## config.mk

```make
export PLATFORM = sky130hd
export DESIGN_NAME = emu_sat_modulator
export DESIGN_NICKNAME = d
export VERILOG_FILES = /design/src/rtl/emu_synth_pkg.sv /design/src/rtl/emu_sine_lut.sv /design/src/rtl/emu_sat_modulator.sv
export SDC_FILE = /design/constraint.sdc
export NUM_CORES = 1
export LEC_CHECK = 0
export ABC_AREA = 1
export CAP_MARGIN = 5
export CELL_PAD_IN_SITES_DETAIL_PLACEMENT = 0
export CELL_PAD_IN_SITES_GLOBAL_PLACEMENT = 1
export CORE_MARGIN = 10
export CORE_UTILIZATION = 50
export CTS_BUF_LIST = sky130_fd_sc_hd__clkbuf_8
export CTS_CLUSTER_SIZE = 16
export DETAILED_ROUTE_END_ITERATION = 16
export GPL_ROUTABILITY_DRIVEN = 0
export PLACE_DENSITY_LB_ADDON = 0.1
export SLEW_MARGIN = 30
export SYNTH_ARGS = -nofsm -noshare
export SYNTH_HDL_FRONTEND = slang
export SYNTH_SLANG_ARGS = --single-unit
```

## constraint.sdc

```tcl
create_clock -name clk -period 13.1 [get_ports clk]
set_clock_uncertainty 0.15 [all_clocks]
set_input_delay 2.62 -clock clk [delete_from_list [all_inputs] [get_ports clk]]
set_output_delay 2.62 -clock clk [all_outputs]
set_load 0.005 [all_outputs]
```

## src/rtl/emu_synth_pkg.sv

```systemverilog
// Shared types, constants and table generator for the GPS synthesizer emulator chain.
package emu_synth_pkg;

    localparam int unsigned LUT_BITS       = 8;
    localparam int unsigned OUT_W          = 12;
    localparam int unsigned AMP_W          = 8;
    localparam int unsigned EPOCHS_PER_BIT = 20;
    localparam int unsigned PHASE_W        = 32;
    localparam int unsigned NAV_W          = 32;
    localparam int unsigned EPOCH_W        = $clog2(EPOCHS_PER_BIT);
    localparam int unsigned BIT_IDX_W      = $clog2(NAV_W);

    // Fibonacci LFSR x^16 + x^14 + x^13 + x^11 + 1
    localparam logic [15:0] LFSR_SEED = 16'hACE1;
    localparam logic [15:0] LFSR_TAPS = 16'hB400;

    localparam int SAMPLE_MAX = int'((1 << (OUT_W - 1)) - 1);

    typedef logic signed [OUT_W-1:0] sample_t;
    typedef logic [NAV_W-1:0]        nav_word_t;

    localparam sample_t PEAK = sample_t'(SAMPLE_MAX);

    // One full-wave sine entry; the second half is the exact negation of the first
    // so the table is symmetric. Integer rational approximation (exact at 0/90/180/270).
    function automatic sample_t sine_entry(input int idx);
        longint p;
        longint k;
        longint t;
        longint num;
        longint den;
        longint mag;
        p   = longint'(1) << (LUT_BITS - 1);
        k   = longint'(idx) % p;
        t   = k * (p - k);
        num = 16 * longint'(SAMPLE_MAX) * t;
        den = 5 * p * p - 4 * t;
        mag = (num + den / 2) / den;
        if (longint'(idx) >= p) begin
            mag = -mag;
        end
        return sample_t'(mag);
    endfunction

    // Next LFSR state: shift left, parity of tapped bits enters at bit 0
    function automatic logic [15:0] lfsr_next(input logic [15:0] s);
        return {s[14:0], ^(s & LFSR_TAPS)};
    endfunction

endpackage

```

## src/rtl/emu_sine_lut.sv

```systemverilog
// Registered cos/sin lookup over a full-wave sine table, one clock of latency.
module emu_sine_lut
    import emu_synth_pkg::*;
(
    input  logic                clk,
    input  logic                reset,
    input  logic                en,
    input  logic [LUT_BITS-1:0] addr,
    output sample_t             cos_val,
    output sample_t             sin_val
);

    localparam int unsigned         TAB_N   = 1 << LUT_BITS;
    localparam logic [LUT_BITS-1:0] QUARTER = LUT_BITS'(TAB_N / 4);

    sample_t             tab [TAB_N];
    logic [LUT_BITS-1:0] cos_addr;

    for (genvar g = 0; g < int'(TAB_N); g++) begin : g_tab
        localparam sample_t ENTRY = sine_entry(g);
        assign tab[g] = ENTRY;
    end

    // cos(x) = sin(x + 90 deg); address wraps naturally
    assign cos_addr = addr + QUARTER;

    // Table read into output registers
    always_ff @(posedge clk or posedge reset) begin
        if (reset) begin
            cos_val <= '0;
            sin_val <= '0;
        end else if (en) begin
            cos_val <= tab[cos_addr];
            sin_val <= tab[addr];
        end
    end

endmodule

```

## src/rtl/emu_sat_modulator.sv

```systemverilog
// One-satellite baseband modulator: code chip x nav bit x carrier, amplitude scaled.
// Optional LFSR dither on I/Q enabled by defining EMU_SAT_MOD_DITHER_EN.
module emu_sat_modulator
    import emu_synth_pkg::*;
(
    input  logic                    clk,
    input  logic                    reset,
    input  logic                    dv_in,
    input  logic                    q,
    input  logic                    epoch_in,
    input  logic [PHASE_W-1:0]      carrier_freq,
    input  logic [AMP_W-1:0]        amp,
    input  logic [NAV_W-1:0]        nav_word,
    input  logic                    nav_valid,
    output logic                    nav_ready,
    output logic                    dv_out,
    output logic signed [OUT_W-1:0] i_out,
    output logic signed [OUT_W-1:0] q_out,
    output logic                    nav_bit_out,
    output logic                    nav_underflow
);

    // Scale by amplitude on the magnitude so positive and negative peaks match,
    // then apply the combined table/data sign.
    function automatic sample_t scale(input sample_t v, input logic [AMP_W-1:0] a,
                                      input logic neg);
        logic [OUT_W-1:0]       mag;
        logic [OUT_W+AMP_W-1:0] prod;
        sample_t                res;
        mag  = v[OUT_W-1] ? OUT_W'(-v) : OUT_W'(v);
        prod = (OUT_W + AMP_W)'(mag) * (OUT_W + AMP_W)'(a);
        res  = OUT_W'(prod >> AMP_W);
        return (neg ^ v[OUT_W-1]) ? -res : res;
    endfunction

    logic [PHASE_W-1:0]   phase_acc;
    logic [EPOCH_W-1:0]   epoch_cnt;
    logic [BIT_IDX_W-1:0] bit_idx;
    nav_word_t            cur_word;
    nav_word_t            buf_word;
    logic                 cur_valid;
    logic                 buf_valid;

    logic [EPOCH_W-1:0]   epoch_cnt_nxt;
    logic [BIT_IDX_W-1:0] bit_idx_nxt;
    nav_word_t            cur_word_nxt;
    logic                 cur_valid_nxt;
    logic                 buf_valid_nxt;
    logic                 load_c;
    logic                 accept_c;
    logic                 underflow_set_c;
    logic                 nav_bit_c;

    logic                 s1_valid;
    logic [LUT_BITS-1:0]  s1_addr;
    logic                 s1_sign;
    logic                 s1_nav;
    logic [AMP_W-1:0]     s1_amp;
    logic                 s2_valid;
    logic                 s2_sign;
    logic                 s2_nav;
    logic [AMP_W-1:0]     s2_amp;
    sample_t              cos_val;
    sample_t              sin_val;

    // Bit timing, word boundary handling and the nav bit for the current sample
    always_comb begin
        epoch_cnt_nxt   = epoch_cnt;
        bit_idx_nxt     = bit_idx;
        cur_word_nxt    = cur_word;
        cur_valid_nxt   = cur_valid;
        load_c          = 1'b0;
        underflow_set_c = 1'b0;
        if (dv_in && epoch_in) begin
            if (epoch_cnt == EPOCH_W'(EPOCHS_PER_BIT - 1)) begin
                epoch_cnt_nxt = '0;
                if (cur_valid && (bit_idx != BIT_IDX_W'(NAV_W - 1))) begin
                    bit_idx_nxt = bit_idx + BIT_IDX_W'(1);
                end else begin
                    bit_idx_nxt = '0;
                    if (buf_valid) begin
                        cur_word_nxt  = buf_word;
                        cur_valid_nxt = 1'b1;
                        load_c        = 1'b1;
                    end else begin
                        cur_valid_nxt   = 1'b0;
                        underflow_set_c = cur_valid;
                    end
                end
            end else begin
                epoch_cnt_nxt = epoch_cnt + EPOCH_W'(1);
            end
        end
        accept_c      = nav_valid && !buf_valid;
        buf_valid_nxt = load_c ? 1'b0 : (accept_c ? 1'b1 : buf_valid);
        nav_bit_c     = cur_valid_nxt && cur_word_nxt[BIT_IDX_W'(NAV_W - 1) - bit_idx_nxt];
    end

    // Nav word state, handshake and sticky underflow
    always_ff @(posedge clk or posedge reset) begin
        if (reset) begin
            epoch_cnt     <= '0;
            bit_idx       <= '0;
            cur_word      <= '0;
            cur_valid     <= 1'b0;
            buf_word      <= '0;
            buf_valid     <= 1'b0;
            nav_ready     <= 1'b1;
            nav_underflow <= 1'b0;
        end else begin
            epoch_cnt <= epoch_cnt_nxt;
            bit_idx   <= bit_idx_nxt;
            cur_word  <= cur_word_nxt;
            cur_valid <= cur_valid_nxt;
            buf_valid <= buf_valid_nxt;
            nav_ready <= !buf_valid_nxt;
            if (accept_c) begin
                buf_word <= nav_word;
            end
            if (underflow_set_c) begin
                nav_underflow <= 1'b1;
            end
        end
    end

    // Carrier NCO and stage 1: table address, data sign, amplitude capture
    always_ff @(posedge clk or posedge reset) begin
        if (reset) begin
            phase_acc <= '0;
            s1_valid  <= 1'b0;
            s1_addr   <= '0;
            s1_sign   <= 1'b0;
            s1_nav    <= 1'b0;
            s1_amp    <= '0;
        end else begin
            s1_valid <= dv_in;
            if (dv_in) begin
                phase_acc <= phase_acc + carrier_freq;
                s1_addr   <= phase_acc[PHASE_W-1 -: LUT_BITS];
                s1_sign   <= q ^ nav_bit_c;
                s1_nav    <= nav_bit_c;
                s1_amp    <= amp;
            end
        end
    end

    emu_sine_lut u_lut (
        .clk     (clk),
        .reset   (reset),
        .en      (s1_valid),
        .addr    (s1_addr),
        .cos_val (cos_val),
        .sin_val (sin_val)
    );

    // Stage 2: carry sideband alongside the table read
    always_ff @(posedge clk or posedge reset) begin
        if (reset) begin
            s2_valid <= 1'b0;
            s2_sign  <= 1'b0;
            s2_nav   <= 1'b0;
            s2_amp   <= '0;
        end else begin
            s2_valid <= s1_valid;
            if (s1_valid) begin
                s2_sign <= s1_sign;
                s2_nav  <= s1_nav;
                s2_amp  <= s1_amp;
            end
        end
    end

`ifdef EMU_SAT_MOD_DITHER_EN
    logic [15:0]       lfsr;
    logic signed [1:0] s1_dith;
    logic signed [1:0] s2_dith;

    // Add the signed dither and clip to the symmetric table peak
    function automatic sample_t add_dither(input sample_t v, input logic signed [1:0] d);
        logic signed [OUT_W:0] sum;
        sum = (OUT_W + 1)'(v) + (OUT_W + 1)'(d);
        if (sum > (OUT_W + 1)'(PEAK)) begin
            sum = (OUT_W + 1)'(PEAK);
        end else if (sum < -(OUT_W + 1)'(PEAK)) begin
            sum = -(OUT_W + 1)'(PEAK);
        end
        return sample_t'(sum);
    endfunction

    // Dither LFSR steps per sample; its low bits follow the sample down the pipe
    always_ff @(posedge clk or posedge reset) begin
        if (reset) begin
            lfsr    <= LFSR_SEED;
            s1_dith <= '0;
            s2_dith <= '0;
        end else begin
            if (dv_in) begin
                lfsr    <= lfsr_next(lfsr);
                s1_dith <= lfsr[1:0];
            end
            if (s1_valid) begin
                s2_dith <= s1_dith;
            end
        end
    end
`endif

    // Stage 3: multiply/negate into the output registers, hold between strobes
    always_ff @(posedge clk or posedge reset) begin
        if (reset) begin
            dv_out      <= 1'b0;
            i_out       <= '0;
            q_out       <= '0;
            nav_bit_out <= 1'b0;
        end else begin
            dv_out <= s2_valid;
            if (s2_valid) begin
`ifdef EMU_SAT_MOD_DITHER_EN
                i_out <= add_dither(scale(cos_val, s2_amp, s2_sign), s2_dith);
                q_out <= add_dither(scale(sin_val, s2_amp, s2_sign), s2_dith);
`else
                i_out <= scale(cos_val, s2_amp, s2_sign);
                q_out <= scale(sin_val, s2_amp, s2_sign);
`endif
                nav_bit_out <= s2_nav;
            end
        end
    end

endmodule

```

==> summary.txt, run 1 <==
gr ovfl total: 0
asr flop ratio synth: 100%
clk_lat worst skew: 0.51 ns
Worst Setup SP: u_lut.sin_val[0]$_DFFE_PP0P_
Top FF cell, synth: dfrtp_1
H-tree levels: 4
met2 wire length: 25.3 mm
All-Layer GR Usage: 23.9%
Longest Clk Path Bufs: 2
CP endpoint kind: flip-flop
worst-margin pin slew: 0.923 ns
DR pass1 iterations: 7
die area: 46,400 sq um
relative slew slack: 38.1%
Rows: 71
drt wl/cell: 16.7 microns
MaxCap Viol Count: 0
1st-iter DRT viols: 1,716
post-synth cell types: 67
clock sink count: 190
Post-Syn Area per Cell: 6.99 sq um
Slew Limit Fails: 0
minimum clock period after layout: 6.36 ns
Horiz. Die Dim: 215 microns
Worst Hold Class: flip-flop to flip-flop
initial antenna violation count: 0
CTS tree: done
Worst Setup EP: q_out[10]$_DFFE_PP0P_
Post-CTS Setup Bufs: 0
dpl hpwl: 42.3 mm
EDFF count, synth: 0
final setup TNS: 0 ns
Netlist Area Pre-Place: 19,100 sq um
max layer used: met4
Post-Syn Instances: 2,732
RSZ-0062 raised after global routing: no
Worst Setup Slack, final: 6.74 ns
status: completed
arrival time worst endpoint: 6.60 ns
Root Buffer: clkbuf_8
starting density of the core: 50.7%
WL final: 55.1 mm
register area share after synthesis: 24.9%
share of cells above drive strength 1: 4.26%
DRC violations left: 0
clock-pin slew on the worst setup and hold paths: 0.11 ns
first-pass GRT wire length: 92.5 mm
met1 wire length: 24.5 mm
# setup viols final: 0
count of final hold-check violations: 0
Setup Slack @ Placement: 6.88 ns
Core ar.: 37,700 sq um
largest net degree at the start of global routing: 112
Mapped Nets: 3,055
Setup Crit Path Kind: flip-flop to flip-flop
Crit Reg-Reg Startpoint: u_lut.sin_val[0]$_DFFE_PP0P_
Layout Area Growth over Synthesis: 9.50%
FMAX: 0.157 GHz
crit-path max FO: 9
reg2reg path depth: 25
Die Ht: 215 microns
crit share post-route: 48.5%
flop-to-flop setup slack: 6.74 ns
WL met3: 3.62 mm
via count: 18,500
# hold bufs at CTS: 0
Avg Vias per Cell: 5.60
WP data required: 13.34 ns
PortBufs: 105
fin nets: 3,104
vias in the first global route: 18,400
CP Launch Type: flip-flop
Seq cells post-synth: 190
CTS buffer count: 17
Detail Route Antenna Nets: 0
CTS resizes: 0
yosys warns: 0
IO Pins: 106
worst r2r dst: q_out[10]$_DFFE_PP0P_
## worst max-delay path, cell delays in order, from the launching register on
cell	delay (ns)
dfrtp_1	0.48
nor3_1	0.24
nand3_1	0.17
nor3_1	0.23
nor2_1	0.08
xor2_1	0.54
nor2_1	0.11
fa_1	0.52
fa_1	0.44
fa_1	0.55
inv_1	0.06
fa_1	0.53
inv_1	0.04
ha_1	0.35
nand2_1	0.16
inv_1	0.05
a21boi_0	0.30
nand2_1	0.19
xnor2_1	0.35
nand2_1	0.11
nor2_2	0.16
nand2_1	0.12
nand2_1	0.09
nand3_1	0.07
nand3_1	0.09
nand2_1	0.05
## Yosys cell counts (7+ instances only)
cell | instances | area [sq um]
nand2_1 | 677 | 2540
inv_1 | 381 | 1430
nor2_1 | 341 | 1280
dfrtp_1 | 189 | 4730
o21ai_0 | 168 | 841
nand3_1 | 164 | 821
a21oi_1 | 152 | 761
ha_1 | 126 | 1580
fa_1 | 119 | 2380
clkbuf_1 | 57 | 214
nor3_1 | 25 | 125
buf_2 | 24 | 120
o21ai_1 | 24 | 120
a31oi_1 | 22 | 138
nand4_1 | 18 | 113
xor2_1 | 17 | 149
or2_2 | 15 | 93.8
nand2_2 | 12 | 75.1
o22ai_1 | 12 | 75.1
mux2_2 | 10 | 113
nand3b_1 | 10 | 75.1
o211ai_1 | 10 | 75.1
o31ai_1 | 10 | 75.1
inv_2 | 9 | 33.8
nor4_1 | 9 | 56.3
o21bai_1 | 9 | 67.6
clkinv_1 | 8 | 30.0
and2_1 | 7 | 43.8
o2111ai_1 | 7 | 61.3
xnor2_1 | 7 | 61.3
## worst min path at each step
stage / depth (start not counted) / from / slack [ns] / to
2_1_floorplan: 0 / s1_valid$_DFF_PP0_ / 0.20 / s2_valid$_DFF_PP0_
3_3_place_gp: 2 / cur_word[27]$_DFF_PP0_ / 0.30 / cur_word[27]$_DFF_PP0_
3_5_place_dp: 2 / cur_word[27]$_DFF_PP0_ / 0.30 / cur_word[27]$_DFF_PP0_
4_1_cts: 1 / phase_acc[31]$_DFFE_PP0P_ / 0.33 / phase_acc[31]$_DFFE_PP0P_
5_1_grt: 1 / phase_acc[31]$_DFFE_PP0P_ / 0.35 / phase_acc[31]$_DFFE_PP0P_
6_report: 1 / phase_acc[31]$_DFFE_PP0P_ / 0.32 / phase_acc[31]$_DFFE_PP0P_
## metal layers
layer | GRT usage, % | vias to the layer above
li1 | - | 8897
met1 | 31.4 | 8762
met2 | 38.9 | 713
met3 | 3.96 | 141
met4 | 8.75 | 0
met5 | 0 | -
## stage by stage
stage          utilization [%]  hold WS, ns  instance area, sq um  std cells
2_1_floorplan                -        0.202                 19100       2732
3_3_place_gp              54.5        0.302                 20500       3273
3_5_place_dp              54.5        0.304                 20500       3273
4_1_cts                   55.5        0.325                 20900       3304
5_1_grt                   55.5        0.348                 20900       3304
6_report                  55.5        0.324                 20900       3305
## kinds of logic (layout without fill, tap and decap cells)
kind of cell | Yosys count | after routing | synth area share, %
flip-flops | 190 | 190 | 24.9
multiplexers | 10 | 10 | 0.589
AO/OA/AOI/OAI | 476 | 476 | 14.4
XOR/XNOR | 27 | 27 | 1.36
buffers and inverters | 490 | 551 | 9.91
other | 0 | 1 | 0
adder cells (fa/ha/maj) | 245 | 245 | 20.7
AND/OR/NAND/NOR | 1294 | 1294 | 28.1
## placed cells by master, fill, tap and decap left out, types with 12 or more instances in the layout
master,n
o21ai_0,168
clkbuf_8,19
o22ai_1,12
nor2_1,341
xor2_1,17
dfrtp_1,188
clkdlybuf4s50_1,104
fa_1,119
inv_1,380
nand2_1,677
nand3_1,164
nand2_2,12
nor3_1,25
a31oi_1,22
buf_4,14
a21oi_1,152
ha_1,126
or2_2,15
o21ai_1,24
nand4_1,18
## layout make-up
cell class,instances,area (sq um)
inverter,400,1510
timing repair buffer,120,1160
antenna,1,2.50
clock inverter,12,128
fill,3813,16700
sequential,190,4760
multi-input combinational,2052,12500
clock buffer,19,262
tap,511,639
## sequential cells by signal, indices dropped and copies added (netlist names), 12 cells and up
signal	flops
buf_word	32
cur_word	32
i_out	12
phase_acc	32
q_out	12
u_lut.cos_val	12
u_lut.sin_val	12
Power of run 1 is not shown: default switching activity piles up to over one toggle a cycle in this logic, so the estimate is an artifact.
==> inputs of run 2 (changes only) <==
- CORE_UTILIZATION: 50 -> 42
- clock period: 13.1 -> 5.3 ns (I/O delays scaled with it)
==> run 2 against run 1 <==
  * The flow now finishes with violations (negative setup slack)
  * First-iteration DRC count shrank 4.7%
  * Hold slack gained 0.0015 ns
  * Worst setup slack lost 7.1 ns
  * Critical path depth grew 7
  * Register-to-register slack lost 7.1 ns
  * Cell area grew 17%
  * Die area grew 17%
  * Via count grew 4.9%
  * Maximum frequency grew 13%
  * Count of clock-buffer cells in the layout shrank 1
  * Critical path type unchanged
  * Largest cell class unchanged
==> summary.txt, run 2 (same netlist as run 1, synthesis figures left out) <==
reg2reg path depth: 32 (+28%)
Worst Setup Slack, final: -0.315 ns (-7.06 ns)
final cell count without fillers: 3,641 (+10%)
RSZ-0062 raised after global routing: yes
crit-path max FO: 6 (-3)
Avg Vias per Cell: 5.33 (-4.8%)
most frequent cells in the layout: 607 x nand2_1, 339 x inv_1, 289 x nor2_1
fin nets: 3,350 (+7.9%)
Crit Reg-Reg Startpoint: u_lut.cos_val[0]$_DFFE_PP0P_
H-tree levels: 4 (unchanged)
dpl hpwl: 46.8 mm (+11%)
count of final hold-check violations: 0 (unchanged)
relative slew slack: 42.3% (+4.2 points)
WL final: 61.4 mm (+11%)
Worst Hold Class: flip-flop to flip-flop
Worst Setup EP: i_out[10]$_DFFE_PP0P_
minimum clock period after layout: 5.62 ns (-0.744 ns)
1st-iter DRT viols: 1,636 (-4.7%)
drt wl/cell: 16.9 microns (+1.1%)
Detail Route Antenna Nets: 0 (unchanged)
failing checks: negative setup slack
MaxCap Viol Count: 0 (unchanged)
most common cell after layout, fill and taps aside: nand2_1
CP max stage cell: fa_1
PortBufs: 105 (unchanged)
Horiz. Die Dim: 233 microns (+8.3%)
worst-margin pin slew: 0.865 ns (-0.0572 ns)
Longest Clk Path Bufs: 2 (unchanged)
clock sink count: 190 (unchanged)
cell seen most often among critical-path stages: nand2_1
Root Buffer: clkbuf_8
# setup viols final: 20 (+20)
CTS tree: done
Die Ht: 233 microns (+8.3%)
DRC violations left: 0 (unchanged)
max incr delay on CP: 0.49 ns (-0.06 ns)
Setup Crit Path Kind: flip-flop to flip-flop
Rows: 78 (+9.9%)
CP endpoint kind: flip-flop
WP data required: 5.60 ns (-7.74 ns)
die area: 54,400 sq um (+17%)
flop-to-flop setup slack: -0.32 ns (-7.06 ns)
# hold bufs at CTS: 0 (unchanged)
clk_lat worst skew: 0.57 ns (+0.06 ns)
crit share post-route: 106% (+57 points)
status: finished, violations left
arrival time worst endpoint: 5.91 ns (-0.69 ns)
DR pass1 iterations: 7 (unchanged)
CTS buffer count: 17 (unchanged)
Slew Limit Fails: 0 (unchanged)
Core ar.: 45,200 sq um (+20%)
share of cells above drive strength 1: 20.7% (+16 points)
All-Layer GR Usage: 22.9% (-0.97 points)
initial antenna violation count: 1 (+1)
FMAX: 0.178 GHz (+13%)
largest net degree at the start of global routing: 122 (+8.9%)
gr ovfl total: 0 (unchanged)
IO Pins: 106 (unchanged)
via count: 19,400 (+4.9%)
Worst Setup SP: u_lut.cos_val[0]$_DFFE_PP0P_
first-pass GRT wire length: 101 mm (+8.8%)
clock-pin slew on the worst setup and hold paths: 0.11 ns (about the same)
Inst Count DP: 3,561 (+8.8%)
starting density of the core: 42.3% (-8.4 points)
biggest regs: buf_word x32, cur_word x32, phase_acc x32
worst r2r dst: i_out[10]$_DFFE_PP0P_
CP Launch Type: flip-flop
Layout Area Growth over Synthesis: 27.7%
vias in the first global route: 19,800 (+7.6%)
-- run 2: area by class of cell --
cell class / instances / area, sq um
sequential: 190 / 4760
clock buffer: 18 / 248
multi-input combinational: 2052 / 13900
fill: 4446 / 20800
tap: 600 / 751
clock inverter: 14 / 149
antenna: 1 / 2.50
inverter: 400 / 1530
timing repair buffer: 366 / 3090
-- run 2: layer usage --
| layer | wire length, microns | part of all wire (%) | track usage [%] | vias up |
|---|---|---|---|---|
| li1 | - | - | - | 9385 |
| met1 | 27100 | 44 | 29.9 | 9204 |
| met2 | 28200 | 46 | 36.8 | 680 |
| met3 | 3890 | 6.3 | 4.13 | 148 |
| met4 | 2260 | 3.7 | 9.41 | 0 |
| met5 | 0 | 0 | 0 | - |
-- run 2: repair_timing --
| item | 4_1_cts | 5_1_grt |
|---|---|---|
| setup buffers | 32 | 16 |
| resized for setup | 182 | 146 |
| endpoints found under the setup margin | 22 | 23 |
| pin swaps | 127 | 125 |
-- run 2: worst max-delay path, delay by kind of cell, from the launching register on --
kind | cells | cell delay [ns]
XOR/XNOR | 1 | 0.19
adder cells (fa/ha/maj) | 6 | 2.38
buffers and inverters | 6 | 0.44
flip-flops | 1 | 0.45
AND/OR/NAND/NOR | 19 | 1.91
-- run 2: worst min-delay path by stage --
stage	start	end	slack (ns)	depth (start not counted)
after floorplan	s1_valid$_DFF_PP0_	s2_valid$_DFF_PP0_	0.20	0
after global routing	cur_word[22]$_DFF_PP0_	cur_word[22]$_DFF_PP0_	0.35	2
final	phase_acc[31]$_DFFE_PP0P_	phase_acc[31]$_DFFE_PP0P_	0.33	1
after global placement	cur_word[27]$_DFF_PP0_	cur_word[27]$_DFF_PP0_	0.30	2
after CTS	phase_acc[31]$_DFFE_PP0P_	phase_acc[31]$_DFFE_PP0P_	0.33	1
after detailed placement	cur_word[23]$_DFF_PP0_	cur_word[23]$_DFF_PP0_	0.31	2
-- run 2: through the flow --
step                hold slack [ns]  util, %  worst slack, ns  area (sq um)  TNS (ns)
floorplan                     0.202        -           -0.151         19400    -0.628
global placement              0.304     49.6           -0.515         22400     -7.26
detailed placement            0.307     49.6           -0.623         22400     -9.31
CTS                           0.326     52.4           -0.334         23700     -3.51
global route                  0.354     54.0           -0.648         24400    -10.52
finish                        0.326     54.0           -0.315         24400     -3.98
Power of run 2 is left out for the same reason.
==> inputs of run 3 (changes only) <==
- CORE_UTILIZATION: 42 -> 46
- PLACE_DENSITY: default -> 0.87
- PLACE_DENSITY_LB_ADDON: 0.1 -> default
- clock period: 5.3 -> 6.4 ns (I/O delays scaled with it)
==> run 3 against run 2 <==
  * The flow now finishes without violations
  * Sequential share of layout area up 2.9 points
  * Worst setup slack improved by 0.72 ns
  * Core utilization decreased by 2.0 points
  * Final cell count fell by 8.2%
  * Critical endpoint is now q_out[9]$_DFFE_PP0P_
  * Largest cell class unchanged
==> summary.txt, run 3 (same netlist as run 1, synthesis figures left out) <==
status: completed
crit share post-route: 93.7% (-12 points)
fin nets: 3,121 (-6.8%)
Hold Slack: 0.334 ns (+0.00801 ns)
CP max stage cell: fa_1
CTS tree: done
WP data required: 6.65 ns (+1.05 ns)
Horiz. Die Dim: 224 microns (-4.1%)
crit-path max FO: 7 (+1)
WL final: 55.4 mm (-9.8%)
WP buf/inv: 7 (+1)
WHS Path Cells: 2 (+1)
CP endpoint kind: flip-flop
reg2reg path depth: 33 (+3.1%)
met2 GRT Util: 35.6% (-1.2 points)
Die Ht: 224 microns (-4.1%)
M3 GR Usage: 3.78% (-0.35 points)
most common cell after layout, fill and taps aside: nand2_1
starting density of the core: 46.7% (+4.4 points)
Final Util: 52.0% (-2.0 points)
PortBufs: 105 (unchanged)
H-tree levels: 4 (unchanged)
arrival time worst endpoint: 6.25 ns (+0.34 ns)
CTS buffer count: 17 (unchanged)
Detail Route Antenna Nets: 0 (unchanged)
DR pass1 iterations: 8 (+1)
count of final hold-check violations: 0 (unchanged)
Hold Path End: cur_word[23]$_DFF_PP0_
cell seen most often among critical-path stages: nand2_1
dpl hpwl: 42.7 mm (-8.8%)
# hold bufs at CTS: 0 (unchanged)
Setup Crit Path Kind: flip-flop to flip-flop
initial antenna violation count: 0 (-1)
# diodes: 0 (-1)
global routing's busiest layer: met2
FMAX: 0.167 GHz (-6.4%)
Worst Hold Class: flip-flop to flip-flop
delay-heaviest family, CP: adder cells
Longest Clk Path Bufs: 2 (unchanged)
Crit Reg-Reg Startpoint: u_lut.sin_val[0]$_DFFE_PP0P_
vias in the first global route: 18,400 (-7.2%)
IO Pins: 106 (unchanged)
clk_lat worst skew: 0.52 ns (-0.05 ns)
relative slew slack: 36.8% (-5.5 points)
1st-iter DRT viols: 1,895 (+16%)
minimum clock period after layout: 6.00 ns (+0.383 ns)
max incr delay on CP: 0.52 ns (+0.03 ns)
gr ovfl total: 0 (unchanged)
Root Buffer: clkbuf_8
clock-pin slew on the worst setup and hold paths: 0.11 ns (about the same)
Layout Area Growth over Synthesis: 11.3%
worst-margin pin slew: 0.942 ns (+0.0762 ns)
Global Route met1 Usage: 29.8% (-0.14 points)
hold_sp: cur_word[23]$_DFF_PP0_
share of cells above drive strength 1: 6.15% (-15 points)
All-Layer GR Usage: 22.3% (-0.58 points)
Avg Vias per Cell: 5.58 (+4.6%)
die area: 50,100 sq um (-8.0%)
design area: 21,300 sq um (-13%)
dpl cell area: 20,700 sq um (-7.9%)
drt wl/cell: 16.6 microns (-1.7%)
Slew Limit Fails: 0 (unchanged)
MaxCap Viol Count: 0 (unchanged)
Core ar.: 40,900 sq um (-9.4%)
most frequent cells in the layout: 673 x nand2_1, 376 x inv_1, 336 x nor2_1
worst r2r dst: q_out[9]$_DFFE_PP0P_
biggest regs: buf_word x32, cur_word x32, phase_acc x32
DRC violations left: 0 (unchanged)
flop-to-flop setup slack: 0.40 ns (+0.72 ns)
clock sink count: 190 (unchanged)
largest net degree at the start of global routing: 107 (-12%)
first-pass GRT wire length: 93.5 mm (-7.1%)
Rows: 74 (-5.1%)
CP Launch Type: flip-flop
via count: 18,600 (-4.0%)
# setup viols final: 0 (-100%)
run 3: cell types whose count changed in the layout (fill, tap and decap cells not counted), sizes merged:
| cell | change |
|---|---|
| buf | -229 |
| clkbuf | -1 |
| clkinv | +4 |
| diode | -1 |
| inv | -3 |
run 3: metrics by stage:
stage               TNS, ns  std cells  setup WS, ns
floorplan                 0       2732         0.761
global placement          0       3303         0.314
detailed placement        0       3304         0.177
CTS                       0       3336         0.111
global route         -0.126       3343       -0.0403
finish                    0       3343         0.401
run 3: final cells by class:
cell class,instances,area (sq um)
repair buffers,137,1320
flip-flops and latches,190,4760
well taps,532,666
clock buffers,17,234
clock inverters,15,141
fillers,4073,19700
inverters,400,1510
multi-input cells,2052,12600
run 3: how the worst max path moves through the flow:
stage	start	endpoint	slack, ns	cells after the start
4_1_cts	u_lut.cos_val[0]$_DFFE_PP0P_	i_out[11]$_DFFE_PP0P_	0.11	32
6_report	u_lut.sin_val[0]$_DFFE_PP0P_	q_out[9]$_DFFE_PP0P_	0.40	33
3_5_place_dp	u_lut.sin_val[0]$_DFFE_PP0P_	q_out[10]$_DFFE_PP0P_	0.18	29
3_3_place_gp	u_lut.cos_val[0]$_DFFE_PP0P_	i_out[8]$_DFFE_PP0P_	0.31	31
2_1_floorplan	u_lut.sin_val[0]$_DFFE_PP0P_	q_out[9]$_DFFE_PP0P_	0.76	35
5_1_grt	u_lut.sin_val[0]$_DFFE_PP0P_	q_out[10]$_DFFE_PP0P_	-0.04	30
run 3: repair_timing:
item,in CTS,in global routing
gates resized for setup,0,44
setup endpoints to repair,0,18
setup buffers,0,7
run 3: worst register-to-register path, delay by kind of cell, from the launching register on:
kind / cells / cell delay, ns
AND/OR/NAND/NOR: 18 / 1.89
AO/OA/AOI/OAI: 2 / 0.40
flip-flops: 1 / 0.47
buffers and inverters: 7 / 0.45
adder cells (fa/ha/maj): 6 / 2.49
run 3: routing by layer:
| layer | vias to the layer above | wire length (microns) |
|---|---|---|
| met3 | 138 | 4090 |
| met2 | 793 | 25300 |
| met1 | 8781 | 24300 |
| met5 | - | 0 |
| li1 | 8933 | - |
| met4 | 0 | 1770 |
Power of run 3 is left out for the same reason.
